[src/rtl/hamming_tx_if.sv]
// Request/line bundle between a Hamming(8,4) serial transmitter and its user.
// The master drives the nibble and error position; the slave returns status and the line.
interface hamming_tx_if;
  logic [3:0] conmutador_4;
  logic [3:0] err_pos;
  logic       in_valid;
  logic       in_ready;
  logic       tx;
  logic [7:0] codeword;
  logic       busy;
  logic       done;

  modport master (
    output conmutador_4, err_pos, in_valid,
    input  in_ready, tx, codeword, busy, done
  );

  modport slave (
    input  conmutador_4, err_pos, in_valid,
    output in_ready, tx, codeword, busy, done
  );
endinterface

[src/rtl/hamming_tx_serial.sv]
// Encodes a nibble as an extended Hamming(8,4) word, optionally flips one bit,
// and shifts it out LSB first as a start/8-data/stop frame on an idle-high line.
module hamming_tx_serial #(
  parameter int BIT_DIV = 234
) (
  input  logic         clk,
  input  logic         rst_n,
  hamming_tx_if.slave  bus
);

  localparam int CW = (BIT_DIV > 1) ? $clog2(BIT_DIV) : 1;
  localparam logic [CW-1:0] LAST     = CW'(BIT_DIV - 1);
  localparam logic [CW-1:0] PRE_LAST = CW'(BIT_DIV - 2);
  localparam logic [CW-1:0] ONE      = CW'(1);

  typedef enum logic [1:0] {IDLE, START, DATA, STOP} state_t;

  state_t        state_reg;
  logic [CW-1:0] cnt_reg;
  logic [2:0]    bit_idx_reg;
  logic          tx_reg;
  logic          ready_reg;
  logic          busy_reg;
  logic          done_reg;
  logic [7:0]    codeword_reg;

  logic [3:0] d;
  logic [6:0] ham;
  logic [7:0] enc;
  logic [7:0] flip_mask;
  logic [7:0] inj;

  assign d   = bus.conmutador_4;
  assign ham = {d[3], d[2], d[1], d[1] ^ d[2] ^ d[3], d[0],
                d[0] ^ d[2] ^ d[3], d[0] ^ d[1] ^ d[3]};
  assign enc = {^ham, ham};

  // err_pos values outside 1..8 match no mask bit, leaving the word untouched.
  genvar gi;
  generate
    for (gi = 0; gi < 8; gi++) begin : g_flip
      assign flip_mask[gi] = (bus.err_pos == 4'(gi + 1));
    end
  endgenerate

  assign inj = enc ^ flip_mask;

  always_ff @(posedge clk or negedge rst_n) begin
    if (!rst_n) begin
      state_reg    <= IDLE;
      cnt_reg      <= '0;
      bit_idx_reg  <= 3'd0;
      tx_reg       <= 1'b1;
      ready_reg    <= 1'b0;
      busy_reg     <= 1'b0;
      done_reg     <= 1'b0;
      codeword_reg <= 8'h00;
    end else begin
      case (state_reg)
        IDLE: begin
          done_reg <= 1'b0;
          if (ready_reg && bus.in_valid) begin
            state_reg    <= START;
            codeword_reg <= inj;
            tx_reg       <= 1'b0;
            ready_reg    <= 1'b0;
            busy_reg     <= 1'b1;
            cnt_reg      <= '0;
          end else begin
            ready_reg <= 1'b1;
          end
        end
        START: begin
          if (cnt_reg == LAST) begin
            state_reg   <= DATA;
            cnt_reg     <= '0;
            bit_idx_reg <= 3'd0;
            tx_reg      <= codeword_reg[0];
          end else begin
            cnt_reg <= cnt_reg + ONE;
          end
        end
        DATA: begin
          if (cnt_reg == LAST) begin
            cnt_reg <= '0;
            if (bit_idx_reg == 3'd7) begin
              state_reg <= STOP;
              tx_reg    <= 1'b1;
            end else begin
              bit_idx_reg <= bit_idx_reg + 3'd1;
              tx_reg      <= codeword_reg[bit_idx_reg + 3'd1];
            end
          end else begin
            cnt_reg <= cnt_reg + ONE;
          end
        end
        STOP: begin
          if (cnt_reg == LAST) begin
            state_reg <= IDLE;
            cnt_reg   <= '0;
            done_reg  <= 1'b0;
            busy_reg  <= 1'b0;
            ready_reg <= 1'b1;
            tx_reg    <= 1'b1;
          end else begin
            cnt_reg <= cnt_reg + ONE;
            // done is registered, so raise it one cycle ahead of the final stop cycle.
            done_reg <= (cnt_reg == PRE_LAST);
          end
        end
        default: begin
          state_reg <= IDLE;
        end
      endcase
    end
  end

  assign bus.tx       = tx_reg;
  assign bus.in_ready = ready_reg;
  assign bus.busy     = busy_reg;
  assign bus.done     = done_reg;
  assign bus.codeword = codeword_reg;

endmodule
[src/flat_wrapper.sv]
// flat-port wrapper written by rule: the top's interface ports become plain ports
module hamming_tx_serial_flat 
#(
  parameter int BIT_DIV = 234
)
  (clk, rst_n, bus_conmutador_4, bus_err_pos, bus_in_valid, bus_in_ready, bus_tx, bus_codeword, bus_busy, bus_done);
  hamming_tx_if bus_i ();
  input  logic clk;
  input  logic rst_n;
  input wire logic [$bits(bus_i.conmutador_4)-1:0] bus_conmutador_4;
  input wire logic [$bits(bus_i.err_pos)-1:0] bus_err_pos;
  input wire logic [$bits(bus_i.in_valid)-1:0] bus_in_valid;
  output wire logic [$bits(bus_i.in_ready)-1:0] bus_in_ready;
  output wire logic [$bits(bus_i.tx)-1:0] bus_tx;
  output wire logic [$bits(bus_i.codeword)-1:0] bus_codeword;
  output wire logic [$bits(bus_i.busy)-1:0] bus_busy;
  output wire logic [$bits(bus_i.done)-1:0] bus_done;
  assign bus_i.conmutador_4 = bus_conmutador_4;
  assign bus_i.err_pos = bus_err_pos;
  assign bus_i.in_valid = bus_in_valid;
  assign bus_in_ready = bus_i.in_ready;
  assign bus_tx = bus_i.tx;
  assign bus_codeword = bus_i.codeword;
  assign bus_busy = bus_i.busy;
  assign bus_done = bus_i.done;
  hamming_tx_serial #(.BIT_DIV(BIT_DIV)) u_core (.clk(clk), .rst_n(rst_n), .bus(bus_i));
endmodule
[config.mk]
export PLATFORM = sky130hd
export DESIGN_NAME = hamming_tx_serial_flat
export DESIGN_NICKNAME = d
export VERILOG_FILES = /design/src/rtl/hamming_tx_if.sv /design/src/rtl/hamming_tx_serial.sv /design/src/flat_wrapper.sv
export SDC_FILE = /design/constraint.sdc
export NUM_CORES = 1
export LEC_CHECK = 0
export ABC_AREA = 1
export ABC_CLOCK_PERIOD_IN_PS = 3600
export CAP_MARGIN = 20
export CORE_UTILIZATION = 61
export CTS_BUF_LIST = sky130_fd_sc_hd__clkbuf_4 sky130_fd_sc_hd__clkbuf_8
export DETAILED_ROUTE_END_ITERATION = 10
export HOLD_SLACK_MARGIN = 0.1
export PLACE_DENSITY = 0.87
export RECOVER_POWER = 25
export SLEW_MARGIN = 0
export SYNTH_ARGS = -nofsm -noshare
export SYNTH_HDL_FRONTEND = slang
export SYNTH_SLANG_ARGS = --single-unit
[constraint.sdc]
create_clock -name clk -period 3.6 [get_ports clk]
set_input_delay 0.54 -clock clk [delete_from_list [all_inputs] [get_ports clk]]
set_output_delay 0.54 -clock clk [all_outputs]
set_load 0.005 [all_outputs]
==> impl_metrics.csv, run 1 <==
group,metric,value,unit
placement,portBuffers,22,
power_and_ir_drop,leakage,0.9861,nW
clocking,clk_pin_slew_worst_paths,0.13,ns
drt,drc_errors,0,
global_routing,grt_first_pass_wirelength,5361,µm
final_layout,final_cell_mix,"nand2_1 (57), inv_1 (40), dfrtp_1 (24)",
clocking,cts_sinks,25,
sta,worst_pin_slew,1.162,ns
floorplan,fp-row-count,18,
yosys,syn_inst,229,
final_layout,area_growth_syn_to_layout,16.85,%
yosys,netlist_area,1685,µm²
setup_path,slowest_stage,"dfstp_2",
sta,hold_viol_final,0,
setup_path,critPathBufInv,1,
placement,place_ws,1.676,ns
sta,holdWs,0.4652,ns
hold_path,hold_class,"in2async",
sta,setup_violations,0,
yosys,synth.area.top_cells,"dfrtp_1 (36%), nand2_1 (13%), inv_1 (8.9%)",
setup_path,end_kind,"output port",
global_routing,globalRouteOverflowTotal,0,
sta,min_period,1.892,ns
setup_path,path_delay_family,"flip-flops",
final_layout,nets,277,
global_routing,antenna_found_initial,0,
yosys,yosysSeqAreaShare,37.19,%
setup_path,reg2regPathDepth,8,
floorplan,die-width,54.57,µm
final_layout,num_antenna_cells,0,
sta,fmax,0.5285,GHz
placement,dp_cells,280,
yosys,ys_types,26,
yosys,synth_top_area_share,35.63,%
floorplan,pin_count,23,
sta,setup_tns,0,ns
clocking,ctsResizeCount,0,
clocking,clk_latency,0.32,ns
clocking,cts_tree,"yes",
yosys,synth.largest_area_cell,"dfrtp_1",
drt,viasPerCell,5.098,
drt,vias,1453,
setup_path,regToRegStartpoint,"u_core.bit_idx_reg[0]$_DFFE_PN0P_",
clocking,cts_max_path_buffers,2,
clocking,ctsHtreeMaxLevel,1,
drt,firstDrtPassIters,4,
final_layout,layout-drive-gt1-share,9.412,%
sta,maxSlewViolCount,0,
yosys,synth_area_per_cell,7.360,µm²
drt,ant_nets,0,
floorplan,die_h,54.57,µm
setup_path,cp.arrival,1.35,ns
power_and_ir_drop,power.density,604.7,nW/µm²
final_layout,layoutNonFillerInstCount,285,
run_status,status,"finished, final reports clean",
placement,gp_congestion,0.8045,
setup_path,cp.required,3.06,ns
clocking,cts_hold_buf,0,
drt,wire_per_inst,10.85,µm
setup_path,worst-path-max-fanout,2,
job,cap_violations,0,
power_and_ir_drop,ir_drop,0.4383,mV
power_and_ir_drop,finalPower,0.001191,W
setup_path,r2r_end,"u_core.bit_idx_reg[0]$_DFFE_PN0P_",
floorplan,dieArea,2977,µm²
floorplan,coreArea,2545,µm²
sta,period_share,52.56,%
drt,wirelength,3093,µm
global_routing,track_usage,25.04,%
global_routing,grt_start_max_net_pins,26,
sta,slew_headroom,22.51,%
setup_path,r2r_setup_slack,2.03,ns
clocking,clockRootBuffer,"clkbuf_4",
drt,first_iter_violations,25,
setup_path,worstPathCellList,"clkdlybuf4s50_1",
clocking,cts_setup_buffers,0,
global_routing,grt_pass1_vias,1293,
placement,hpwl,2487,µm
yosys,ys_ff_latch,25,
setup_path,critPathKind,"reg2out",
yosys,yosysWarnings,0,
floorplan,start_util,66.22,%
sta,clock_skew,0.006342,ns
setup_path,startpoint_type,"flop",
sta,rsz0062_at_grt,"false",
sta,setup_ws,1.708,ns
final_layout,final_common_cell,"nand2_1",
clocking,cts-buffers-inserted,3,
setup_path,critPathMaxStageDelay,0.55,ns
yosys,synth_nets,250,
-- area by class of cell --
type,count,area [µm²]
Timing Repair Buffer,23,224.0
Inverter,44,165.2
Multi-Input combinational cell,159,885.9
Sequential cell,25,626.9
Clock buffer,4,30.03
Fill cell,216,575.6
Tap cell,30,37.54
-- through the flow --
stage / cell area, µm² / utilization (%)
after floorplan: 1685 / -
after global placement: 1936 / 76.06
after detailed placement: 1936 / 76.06
after CTS: 1966 / 77.24
after global routing: 1969 / 77.38
final: 1969 / 77.38
-- cell families after synthesis --
group | Yosys count | synth area share (%)
flops | 25 | 37.19
fa+ha+maj | 10 | 7.424
simple gates | 115 | 32.52
xor+xnor | 9 | 4.677
buf+inv | 45 | 10.24
compound gates | 25 | 7.943
-- where the power goes --
part | internal [W] | leakage, nW | switching [W]
combinational | 0.000274 | 0.647 | 0.000344
clock | 0.0000510 | 0.0184 | 0.0000830
sequential | 0.000370 | 0.321 | 0.0000689
total | 0.000695 | 0.986 | 0.000496
-- per-layer routing --
| metal | track usage (%) | up-vias | part of all wire [%] |
|---|---|---|---|
| met5 | 0 | - | 0 |
| met4 | 8.547 | 0 | 2.0 |
| met3 | 2.778 | 8 | 3.1 |
| met2 | 45.53 | 36 | 48 |
| met1 | 30.19 | 647 | 47 |
| li1 | - | 762 | - |
-- Yosys cell counts --
library cell,number
nand3_1,18
ha_1,10
nand3_2,3
nand2_1,57
o21ai_1,8
inv_1,40
xor2_1,8
nand4_1,4
nor2_1,16
nand3b_1,2
a21oi_1,5
nand2_4,2
xnor2_1,1
nand2b_4,1
clkinv_1,1
nor2_4,1
buf_4,1
o21ai_0,9
inv_2,3
or2_0,1
nor3_1,2
o21ai_2,1
dfrtp_1,24
o21bai_1,2
nand2_2,8
dfstp_2,1
-- worst reg2reg max path, cell delays in order (launching register included) --
cell and delay [ns]:
dfrtp_1 0.49, ha_1 0.24, ha_1 0.19, nor2_1 0.14
inv_1 0.08, o21ai_0 0.07, nand2_1 0.12, nand2_1 0.07
o21ai_1 0.06
-- worst max path at each step --
stage,startpoint,endpoint,slack (ns),cells past startpoint
2_1_floorplan,u_core.bit_idx_reg[0]$_DFFE_PN0P_,u_core.bit_idx_reg[0]$_DFFE_PN0P_,2.19,8
3_3_place_gp,bus_in_valid,u_core.cnt_reg[5]$_DFFE_PN0P_,1.69,7
3_5_place_dp,bus_in_valid,u_core.cnt_reg[5]$_DFFE_PN0P_,1.68,7
4_1_cts,u_core.bus.tx$_DFFE_PN1P_,bus_tx,1.69,1
5_1_grt,rst_n,u_core.bus.codeword[1]$_DFFE_PN0P_,1.57,2
6_report,u_core.bus.tx$_DFFE_PN1P_,bus_tx,1.71,1
Power figures use the tool's default switching activity.
==> run 2: changes to the inputs <==
- ABC_CLOCK_PERIOD_IN_PS: 3600 -> 1800
- CORE_UTILIZATION: 61 -> 57
- PLACE_DENSITY: 0.87 -> 0.82
- clock period: 3.6 -> 1.8 ns (I/O delays scaled with it)
==> run 2 against run 1 <==
Net effect: register-to-register slack worse by 1.8 ns; via count up 1.9%; die area up 6.7%; clock power up 96%; flip-flop and latch count unchanged; global-route usage down 1.8 points; largest power group unchanged; final area up 0.44%; critical path depth unchanged.
==> impl_metrics.csv, run 2 (synthesized netlist as in run 1, its figures left out) <==
group,metric,value,unit
placement,dp_cells,283,
setup_path,critPathBufInv,1,
global_routing,grt_first_pass_wirelength,5858,µm
final_layout,layoutNonFillerInstCount,287,
final_layout,layout-drive-gt1-share,9.766,%
sta,clock_skew,0.003909,ns
floorplan,fp-row-count,19,
hold_path,hold_path_depth,2,
final_layout,num_antenna_cells,0,
clocking,cts_max_path_buffers,2,
drt,drc_errors,0,
setup_path,startpoint_type,"flop",
run_status,status,"finished, final reports clean",
sta,maxSlewViolCount,0,
global_routing,grt_start_max_net_pins,26,
setup_path,reg2regPathDepth,8,
final_layout,final_cell_mix,"nand2_1 (57), inv_1 (40), dfrtp_1 (24)",
sta,rsz0062_at_grt,"false",
setup_path,critPathMaxStageDelay,0.55,ns
final_layout,utilization,71.12,%
clocking,clk_pin_slew_worst_paths,0.13,ns
sta,holdWs,0.4740,ns
setup_path,path_delay_family,"flip-flops",
drt,wire_per_inst,11.42,µm
clocking,clockRootBuffer,"clkbuf_4",
final_layout,fillers,238,
power_and_ir_drop,leakage,0.9906,nW
clocking,clk_latency,0.31,ns
drt,firstDrtPassIters,4,
global_routing,track_usage,23.25,%
hold_path,hold_class,"reg2reg",
sta,slew_headroom,12.51,%
drt,vias,1481,
drt,first_iter_violations,78,
sta,period_share,89.65,%
drt,ant_nets,0,
setup_path,critPathKind,"reg2out",
floorplan,die_h,56.38,µm
global_routing,grt_pass1_vias,1389,
clocking,cts_sinks,25,
sta,setup_tns,0,ns
floorplan,coreArea,2781,µm²
clocking,cts-buffers-inserted,3,
power_and_ir_drop,finalPower,0.002403,W
sta,fmax,0.6197,GHz
clocking,ctsResizeCount,0,
floorplan,pin_count,23,
setup_path,path_depth,1,
floorplan,dieArea,3178,µm²
final_layout,seq_area,626.9,µm²
power_and_ir_drop,power.density,1215,nW/µm²
sta,hold_viol_final,0,
sta,setup_violations,0,
placement,hpwl,2559,µm
setup_path,slowest_stage,"dfstp_2",
job,cap_violations,0,
setup_path,worstPathCellList,"clkdlybuf4s50_1",
drt,wirelength,3277,µm
clocking,cts_hold_buf,0,
floorplan,die-width,56.38,µm
setup_path,cp.arrival,1.34,ns
global_routing,globalRouteOverflowTotal,0,
floorplan,start_util,60.59,%
drt,viasPerCell,5.160,
setup_path,cp.required,1.53,ns
clocking,cts_setup_buffers,0,
final_layout,final_common_cell,"nand2_1",
final_layout,nets,278,
global_routing,antenna_found_initial,0,
sta,min_period,1.614,ns
clocking,ctsHtreeMaxLevel,1,
placement,gp_congestion,0.8100,
power_and_ir_drop,ir_drop,1.117,mV
placement,portBuffers,22,
setup_path,end_kind,"output port",
final_layout,multi_input_area,885.9,µm²
clocking,cts_tree,"yes",
sta,worst_pin_slew,1.312,ns
setup_path,worst-path-max-fanout,2,
final_layout,area_growth_syn_to_layout,17.37,%
[run 2: changes by cell type in the layout (fill, tap and decap cells not counted), sizes merged]
cell	change
buf	+1
[run 2: final cells by class]
cell class	count	area share, %
well taps	31	1.961
repair buffers	24	11.70
clock buffers	4	1.518
flip-flops and latches	25	31.69
multi-input cells	159	44.78
inverters	44	8.349
[run 2: worst paths after layout]
check / startpoint / end / slack (ns)
worst max-delay path: u_core.bus.tx$_DFFE_PN1P_ / bus_tx / 0.19
worst min-delay path: u_core.bus.tx$_DFFE_PN1P_ / u_core.bus.tx$_DFFE_PN1P_ / 0.47
worst max register to register: u_core.bit_idx_reg[0]$_DFFE_PN0P_ / u_core.bit_idx_reg[0]$_DFFE_PN0P_ / 0.24
worst min register to register: u_core.bus.tx$_DFFE_PN1P_ / u_core.bus.tx$_DFFE_PN1P_ / 0.47
max in group asynchronous: rst_n / u_core.state_reg[0]$_DFFE_PN0P_ / 0.27
min in group asynchronous: rst_n / u_core.bit_idx_reg[0]$_DFFE_PN0P_ / 0.76
[run 2: per-layer routing]
| layer | up-vias | share of wire, % | GRT usage (%) |
|---|---|---|---|
| met5 | - | 0 | 0 |
| met4 | 0 | 0.55 | 5.226 |
| met3 | 2 | 2.4 | 2.765 |
| met2 | 26 | 47 | 39.46 |
| met1 | 688 | 50 | 31.99 |
| li1 | 765 | - | - |
[run 2: power breakdown]
part           switching (W)  internal (W)
Combinational       0.000694      0.000564
Clock               0.000160      0.000102
Sequential          0.000144      0.000739
Total               0.000998       0.00140
[run 2: metrics by stage]
step	instance area, µm²	worst slack (ns)
floorplan	1685	0.3928
global placement	1952	0.2393
detailed placement	1952	0.1761
CTS	1982	0.1763
global route	1978	0.03343
finish	1978	0.1864
